**config.mk**
```make
export PLATFORM = sky130hd
export DESIGN_NAME = lsu_align_flat
export DESIGN_NICKNAME = d
export VERILOG_FILES = /design/src/rtl/lsu_align_if.sv /design/src/rtl/lsu_align.sv /design/src/flat_wrapper.sv
export SDC_FILE = /design/constraint.sdc
export NUM_CORES = 1
export LEC_CHECK = 0
export BUFFER_PORTS_ARGS = -buffer_cell sky130_fd_sc_hd__buf_2
export CORE_ASPECT_RATIO = 0.75
export CORE_MARGIN = 5
export CORE_UTILIZATION = 40
export CTS_BUF_LIST = sky130_fd_sc_hd__clkbuf_8
export DETAILED_ROUTE_END_ITERATION = 7
export GPL_ROUTABILITY_DRIVEN = 1
export PLACE_DENSITY = 0.66
export RECOVER_POWER = 50
export SYNTH_ARGS = -nofsm -noshare
export SYNTH_HDL_FRONTEND = slang
export SYNTH_SLANG_ARGS = --single-unit
```
**constraint.sdc**
```tcl
create_clock -name clk -period 2.7 [get_ports clk]
set_input_delay 0.405 -clock clk [delete_from_list [all_inputs] [get_ports clk]]
set_output_delay 0.405 -clock clk [all_outputs]
set_load 0.1 [all_outputs]
```
**src/rtl/lsu_align_if.sv**
```systemverilog
// rtl/lsu_align_if.sv - request, response and data-memory signals of the load/store alignment unit
interface lsu_align_if #(
  parameter int DM_ADDRESS = 9,
  parameter int DATA_W     = 32
);
  logic                  req_valid;
  logic                  req_ready;
  logic                  req_write;
  logic [2:0]            req_funct3;
  logic [DM_ADDRESS-1:0] req_addr;
  logic [DATA_W-1:0]     req_wdata;
  logic                  rsp_valid;
  logic [DATA_W-1:0]     rsp_rdata;
  logic                  rsp_fault;
  logic [31:0]           mem_raddress;
  logic [31:0]           mem_waddress;
  logic [DATA_W-1:0]     mem_datain;
  logic [3:0]            mem_wr;
  logic [DATA_W-1:0]     mem_dataout;

  modport slave (
    input  req_valid, req_write, req_funct3, req_addr, req_wdata, mem_dataout,
    output req_ready, rsp_valid, rsp_rdata, rsp_fault,
           mem_raddress, mem_waddress, mem_datain, mem_wr
  );

  modport master (
    output req_valid, req_write, req_funct3, req_addr, req_wdata, mem_dataout,
    input  req_ready, rsp_valid, rsp_rdata, rsp_fault,
           mem_raddress, mem_waddress, mem_datain, mem_wr
  );
endinterface

```
**src/rtl/lsu_align.sv**
```systemverilog
// rtl/lsu_align.sv - load/store alignment unit; LSU_MISALIGN_SPLIT_EN splits misaligned accesses
// into two word accesses instead of faulting them.
module lsu_align #(
  parameter int DM_ADDRESS = 9,
  parameter int DATA_W     = 32
) (
  input  logic        clk,
  input  logic        reset,
  lsu_align_if.slave  bus
);
`ifdef LSU_MISALIGN_SPLIT_EN
  localparam bit SPLIT_EN = 1'b1;
`else
  localparam bit SPLIT_EN = 1'b0;
`endif

  typedef enum logic [1:0] {IDLE, ACC0, ACC1, RESP} state_t;

  state_t                state, state_next;
  logic                  write_q;
  logic [2:0]            f3_q;
  logic [DM_ADDRESS-1:0] addr_q;
  logic [DATA_W-1:0]     wdata_q;
  logic [31:0]           lo, rdata_q;
  logic                  fault_q;

  logic                  ready, hs, split;
  logic [1:0]            o;
  logic [DM_ADDRESS-3:0] w0, w1, word;
  logic [3:0]            mask, wr;
  logic [7:0]            m8;
  logic [63:0]           d64, cap64, r64;
  logic [31:0]           r, ext, datain;

  function automatic logic misaligned(input logic [2:0] f3, input logic [1:0] off);
    return (f3[1:0] == 2'b01 && off == 2'b11) || (f3[1:0] == 2'b10 && off != 2'b00);
  endfunction

  function automatic logic faults(input logic wr_op, input logic [2:0] f3, input logic [1:0] off);
    logic illegal;
    illegal = wr_op ? (f3 != 3'b000 && f3 != 3'b001 && f3 != 3'b010)
                    : (f3 == 3'b011 || f3 == 3'b110 || f3 == 3'b111);
    return illegal || (!SPLIT_EN && misaligned(f3, off));
  endfunction

  assign o     = addr_q[1:0];
  assign w0    = addr_q[DM_ADDRESS-1:2];
  assign w1    = w0 + (DM_ADDRESS-2)'(1);
  assign split = SPLIT_EN && misaligned(f3_q, o);
  assign hs    = (state == IDLE) && bus.req_valid && !reset;

  always_comb begin
    case (f3_q[1:0])
      2'b00:   mask = 4'b0001;
      2'b01:   mask = 4'b0011;
      default: mask = 4'b1111;
    endcase
  end

  assign m8  = {4'b0000, mask} << o;
  assign d64 = {32'b0, wdata_q} << {o, 3'b000};

  // In ACC1 the low word comes from the ACC0 capture, the high word straight off the bus.
  assign cap64 = (state == ACC1) ? {bus.mem_dataout, lo} : {32'b0, bus.mem_dataout};
  assign r64   = cap64 >> {o, 3'b000};
  assign r     = r64[31:0];

  always_comb begin
    case (f3_q)
      3'b000:  ext = {{24{r[7]}}, r[7:0]};
      3'b100:  ext = {24'b0, r[7:0]};
      3'b001:  ext = {{16{r[15]}}, r[15:0]};
      3'b101:  ext = {16'b0, r[15:0]};
      default: ext = r;
    endcase
  end

  always_comb begin
    state_next = state;
    ready      = 1'b0;
    wr         = 4'b0000;
    datain     = 32'b0;
    word       = '0;
    case (state)
      IDLE: begin
        ready = 1'b1;
        if (bus.req_valid)
          state_next = faults(bus.req_write, bus.req_funct3, bus.req_addr[1:0]) ? RESP : ACC0;
      end
      ACC0: begin
        word       = w0;
        wr         = write_q ? m8[3:0] : 4'b0000;
        datain     = d64[31:0];
        state_next = split ? ACC1 : RESP;
      end
      ACC1: begin
        word       = w1;
        wr         = write_q ? m8[7:4] : 4'b0000;
        datain     = d64[63:32];
        state_next = RESP;
      end
      default: state_next = IDLE;
    endcase
    if (reset) begin
      state_next = IDLE;
      ready      = 1'b0;
      wr         = 4'b0000;
      datain     = 32'b0;
      word       = '0;
    end
  end

  always_ff @(posedge clk) begin
    if (reset) begin
      state   <= IDLE;
      write_q <= 1'b0;
      f3_q    <= 3'b000;
      addr_q  <= '0;
      wdata_q <= '0;
      lo      <= 32'b0;
      rdata_q <= 32'b0;
      fault_q <= 1'b0;
    end else begin
      state <= state_next;
      case (state)
        IDLE: if (hs) begin
          write_q <= bus.req_write;
          f3_q    <= bus.req_funct3;
          addr_q  <= bus.req_addr;
          wdata_q <= bus.req_wdata;
          fault_q <= faults(bus.req_write, bus.req_funct3, bus.req_addr[1:0]);
          rdata_q <= 32'b0;
        end
        ACC0: begin
          lo <= bus.mem_dataout;
          if (!split) rdata_q <= write_q ? 32'b0 : ext;
        end
        ACC1: rdata_q <= write_q ? 32'b0 : ext;
        default: ;
      endcase
    end
  end

  assign bus.req_ready    = ready;
  assign bus.rsp_valid    = (state == RESP) && !reset;
  assign bus.rsp_rdata    = bus.rsp_valid ? rdata_q : 32'b0;
  assign bus.rsp_fault    = bus.rsp_valid && fault_q;
  assign bus.mem_raddress = 32'({word, 2'b00});
  assign bus.mem_waddress = 32'({word, 2'b00});
  assign bus.mem_wr       = wr;
  assign bus.mem_datain   = datain;
endmodule
```
**src/flat_wrapper.sv**
```systemverilog
// flat-port wrapper written by rule: the top's interface ports become plain ports
module lsu_align_flat 
#(
  parameter int DM_ADDRESS = 9,
  parameter int DATA_W     = 32
)
  (clk, reset, bus_req_valid, bus_req_write, bus_req_funct3, bus_req_addr, bus_req_wdata, bus_mem_dataout, bus_req_ready, bus_rsp_valid, bus_rsp_rdata, bus_rsp_fault, bus_mem_raddress, bus_mem_waddress, bus_mem_datain, bus_mem_wr);
  lsu_align_if #(.DM_ADDRESS(DM_ADDRESS), .DATA_W(DATA_W)) bus_i ();
  input  logic clk;
  input  logic reset;
  input wire logic [$bits(bus_i.req_valid)-1:0] bus_req_valid;
  input wire logic [$bits(bus_i.req_write)-1:0] bus_req_write;
  input wire logic [$bits(bus_i.req_funct3)-1:0] bus_req_funct3;
  input wire logic [$bits(bus_i.req_addr)-1:0] bus_req_addr;
  input wire logic [$bits(bus_i.req_wdata)-1:0] bus_req_wdata;
  input wire logic [$bits(bus_i.mem_dataout)-1:0] bus_mem_dataout;
  output wire logic [$bits(bus_i.req_ready)-1:0] bus_req_ready;
  output wire logic [$bits(bus_i.rsp_valid)-1:0] bus_rsp_valid;
  output wire logic [$bits(bus_i.rsp_rdata)-1:0] bus_rsp_rdata;
  output wire logic [$bits(bus_i.rsp_fault)-1:0] bus_rsp_fault;
  output wire logic [$bits(bus_i.mem_raddress)-1:0] bus_mem_raddress;
  output wire logic [$bits(bus_i.mem_waddress)-1:0] bus_mem_waddress;
  output wire logic [$bits(bus_i.mem_datain)-1:0] bus_mem_datain;
  output wire logic [$bits(bus_i.mem_wr)-1:0] bus_mem_wr;
  assign bus_i.req_valid = bus_req_valid;
  assign bus_i.req_write = bus_req_write;
  assign bus_i.req_funct3 = bus_req_funct3;
  assign bus_i.req_addr = bus_req_addr;
  assign bus_i.req_wdata = bus_req_wdata;
  assign bus_i.mem_dataout = bus_mem_dataout;
  assign bus_req_ready = bus_i.req_ready;
  assign bus_rsp_valid = bus_i.rsp_valid;
  assign bus_rsp_rdata = bus_i.rsp_rdata;
  assign bus_rsp_fault = bus_i.rsp_fault;
  assign bus_mem_raddress = bus_i.mem_raddress;
  assign bus_mem_waddress = bus_i.mem_waddress;
  assign bus_mem_datain = bus_i.mem_datain;
  assign bus_mem_wr = bus_i.mem_wr;
  lsu_align #(.DM_ADDRESS(DM_ADDRESS), .DATA_W(DATA_W)) u_core (.clk(clk), .reset(reset), .bus(bus_i));
endmodule
```
## Word level (Yosys, flattened, before mapping)

Index checks and enable logic that the tools add are counted.

| cells by class | value |
|---|---|
| $add $sub $neg | 1 |
| eq/ne operators | 17 |
| shift-type cells | 3 |
| multiplexer cells | 21 |
| reductions and logical operators | 22 |

Operators by type and width:

| cell | count |
|---|---|
| two-way mux 32 bit | 4 |
| one-hot mux 32 bit (2 select lines) | 2 |
| one-hot mux 32 bit (4 select lines) | 1 |
| two-way mux 64 bit | 1 |
| << shifter 32 x 5 -> 64 bit | 1 |
| right shift 64 x 5 -> 32 bit | 1 |
| one-hot mux 4 bit (2 select lines) | 2 |
| one-hot mux 7 bit (2 select lines) | 1 |
| == test 3 bit, second input constant | 4 |
| two-way mux 4 bit | 3 |
| == test 2 bit, second input constant | 4 |
| logical AND 1 bit | 8 |
| << shifter 4 x 2 -> 8 bit | 1 |
| adder 7 x 1 -> 7 bit, second input constant | 1 |
| two-way mux 7 bit | 1 |
| == test 2 x 1 -> 1 bit, second input constant | 3 |
| zero test 2 bit | 2 |
| logical OR 1 bit | 4 |
| two-way mux 2 bit | 2 |
| one-hot mux 2 bit (2 select lines) | 1 |
| AND reduction 2 bit | 2 |
| nonzero test 2 bit | 2 |
| == test 3 x 1 -> 1 bit, second input constant | 1 |
| == test 3 x 2 -> 1 bit, second input constant | 1 |
| 9 further kinds | 11 |

| word-level totals | value |
|---|---|
| bits in registers | 112 |
| input port bits | 80 |
| output and inout port bits | 135 |
| word-level logic and storage cells | 72 |

## Longest topological paths before layout

| depth | value |
|---|---|
| word-level depth | 8 |
| depth in mapped cells | 10 |
| gate-level depth less buffers | 7 |

## Least setup slack after synthesis

Ideal clock, no wire load.

| timing path | value |
|---|---|
| path type | register to output |
| start point | register u_core.state[0] |
| end point | output port bus_mem_waddress[6] |
| arrival | 4.139 ns |
| data required time | 2.295 ns |
| path slack | -1.844 ns |
| cell stages (with the launch flop) | 10 |
| buffers on the path | 5 |
| cells stage by stage | dfxtp_1 > inv_1 > ha_1 > buf_2 > buf_2 > buf_4 > buf_2 > nand3_1 > o21ai_0 > buf_4 |

| between the ends | value |
|---|---|
| longest elaborated chain between the ends | 3 |
| elaborated cells on any way between the ends | 4 |
| those cells by class | eq/ne (2); mux (2) |

RTL lines:

| element | line | source |
|---|---|---|
| from (decl) | lsu_align.sv:19 | `state_t state, state_next;` |
| from (signal assigned) | lsu_align.sv:124 | `state <= state_next;` |
| == test 2 bit / == test 2 x 1 -> 1 bit (equally long branches) | lsu_align.sv:84 | `case (state)` |
| one-hot mux 7 bit (2 select lines) (*) | lsu_align.sv:84 |  |
| two-way mux 7 bit (*) | lsu_align.sv:104 | `if (reset) begin` |
| to (decl) | flat_wrapper.sv:22 | `output wire logic [$bits(bus_i.mem_waddress)-1:0] bus_mem_waddress;` |

Every way passes the cells marked *; elsewhere a longest branch is shown, timed or not.

## Worst setup path after layout

| timing path | value |
|---|---|
| start point | register u_core.state[1] |
| end point | output port bus_mem_wr[1] |

| between the ends | value |
|---|---|
| longest elaborated chain between the ends | 3 |
| elaborated cells on any way between the ends | 4 |
| those cells by class | eq/ne (2); mux (2) |

RTL lines:

| element | line | source |
|---|---|---|
| == test 2 bit / == test 2 x 1 -> 1 bit (equally long branches) | lsu_align.sv:84 |  |
| one-hot mux 4 bit (2 select lines) (*) | lsu_align.sv:84 |  |
| two-way mux 4 bit (*) | lsu_align.sv:104 |  |
| to (decl) | flat_wrapper.sv:24 | `output wire logic [$bits(bus_i.mem_wr)-1:0] bus_mem_wr;` |

Marked as above.

==> results.ini <==
[status]
run_status=completed

[sta]
hold_viol_final=0
min_period_over_period_pct=95.5
timing.final.ws_setup_ns=0.121
slew_headroom_pct=47.0
fmax_ghz=0.388
tightestPinTransition_ns=0.794
setup_viol=0
slew_violations=0
finalClockSkew_ns=0.00932
period_needed_ns=2.58

[setup_path]
crit_required_ns=2.30
critPathLaunchType=flop
end_kind=primary output
worstPathMaxFanout=5
arrival_ns=2.17
criticalPathCategory=reg -> out

[global_routing]
antenna_found_initial=5
grt_pass1_wl_um=36500
track_usage_pct=21.2
grt_pass1_vias=6480
grt_max_degree=80
grt_overflow=0

[pwr]
ir_drop_mv=0.259
power_density_nw_per_um2=571
seq_power_share_pct=37.9
switching_share_pct=42.2
intPower_uw=3200
power_frac_clock_pct=21.1
p_sw_uw=2330
p_leak_uw=0.00379
comb_power_share_pct=41.0

[placed_design]
gp_congestion=0.863
io_buffers=164
place_area_um2=9330
place_ws_ns=0.231
dp_hpwl_um=17200

[die]
dieArea_um2=21200
pin_count=215
dieHeight_um=127
core_um2=18300
die_w_um=167
rows=43
start_util_pct=40.2

[clock_network]
clockRootBuffer=clkbuf_8
cts_tree=done
clk_latency_ns=0.39
clkSlewWorstSetupHoldPaths_ns=0.11
clock_sinks=112
htreeDepth=3
numCtsBuffers=9
ctsLongestPathBuffers=2

[detailed_routing]
avgRoutedWirePerCell_um=17.9
postRouteAntennaNets=0
drt_first_pass_iters=6
vias_per_cell=5.31
drt-total-wl_um=23200
vias=6873
route.detailed.drc=0
drtIter0Drc=729

[cells_and_area]
drive_gt1_share_pct=28.7
fin_area_um2=9680
nFillCells=1736
fin_nets=1128
area_growth_pct=31.4

[logic_synthesis]
synth-edff-count=0
synthesis.area_um2=7360
ys_ff_latch=112
syn-instance-count=922
ys_warn_count=0
postSynthAreaPerCell_um2=7.98
ys.flop_type=dfxtp_1
yosysSeqAreaShare_pct=30.5
synth.distinct_cells=49
synthArstFlopShare_pct=0

[hold_path]
hold_path.class=in -> reg

[flow_run]
maxCapViolCount=0

cells in the mapped netlist (17+ instances only):
cell      number  area, µm²
mux2_2        19        214
clkbuf_1      40        150
o21ai_0       94        470
dfxtp_1      112       2240
buf_4         61        458
and2_1        37        231
nor2b_1       23        144
mux2i_1       96        961
a22oi_1       17        128
nand2b_1      45        282
nand2_1       94        353
a211oi_1      26        195
a21oi_1       32        160
nor2_1        86        323
buf_2         25        125
final timing paths:
| kind | from | endpoint | cells past startpoint | slack, ns |
|---|---|---|---|---|
| max | u_core.state[1] | bus_mem_wr[1] | 7 | 0.12 |
| min | bus_req_wdata[11] | u_core.wdata_q[11] | 3 | 0.20 |
| max reg2reg | u_core.state[0] | u_core.rdata_q[18] | 9 | 0.13 |
| min reg2reg | u_core.rdata_q[27] | u_core.rdata_q[27] | 2 | 0.46 |
critical path, cell delays in order, from the launching register on:
cell and delay (ns):
dfxtp_2 0.39, inv_1 0.08, ha_1 0.29, nor2b_4 0.21, buf_4 0.17, nand2_1 0.17, a21oi_2 0.26, buf_12 0.21
per-layer routing:
layer / vias to the layer above / part of all wire, % / global-route usage [%]
met3: 37 / 9.5 / 6.65
met4: 8 / 1.6 / 5.15
li1: 3334 / - / -
met2: 294 / 41 / 28.8
met1: 3200 / 48 / 32.1
met5: - / 0.21 / 0
area by class of cell:
cell class                 instances  area (µm²)  share of cell area [%]
antenna                            1        2.50                  0.0259
clock buffer                      10         138                    1.42
clock inverter                     6        91.3                   0.944
inverter                           7        30.0                   0.310
multi-input combinational        719        4750                    49.1
sequential                       112        2250                    23.3
tap                              247         309                    3.19
timing repair buffer             193        2100                    21.7
power groups by stage:
stage,sequential (µW),combinational [µW],clock [µW]
final,2100,2270,1170
after global routing,2130,2440,1270
after CTS,2090,2240,1200
after detailed placement,2130,2210,0
after global placement,2120,2190,0
after floorplan,2030,1790,0
per-stage QoR:
step / std cells / hold slack, ns / util [%] / TNS (ns) / total power (µW)
global placement: 1276 / 0.428 / 51.0 / 0 / 4300
detailed placement: 1276 / 0.433 / 51.0 / 0 / 4340
CTS: 1292 / 0.178 / 52.6 / 0 / 5530
global route: 1295 / 0.186 / 52.9 / -0.00507 / 5830
floorplan: 971 / 0.417 / - / -3.01 / 3820
finish: 1295 / 0.202 / 52.9 / 0 / 5530
placed cells by master (no fill, tap or decap), types with 21 or more instances in the layout:
master	instances
buf_4	26
and2_1	28
o21ai_0	92
nor2_1	66
nand2_1	92
nand2b_1	45
buf_2	79
a21oi_1	30
buf_12	66
conb_1	50
mux2i_1	96
nor2b_1	21
dfxtp_1	108
logic make-up after synthesis:
family          synth area share, %
xor+xnor                      0.119
other cells                  0.0509
buf+inv                        11.0
mux                            16.8
compound gates                 20.3
fa+ha+maj                      1.02
flops                          30.5
simple gates                   20.4
state kept, by name (all words and copies together), names as in the netlist:
name and cells:
u_core.lo 32, u_core.state 2, u_core.rdata_q 32, u_core.f3_q 3, u_core.fault_q 1, u_core.addr_q 9, u_core.write_q 1, u_core.wdata_q 32
repair_timing:
action,CTS,global route
resized for setup,22,20
setup endpoints to repair,43,34
buffers inserted,0,2
hold buffers,0,0
Note: power is estimated with default switching activity, not from simulation.
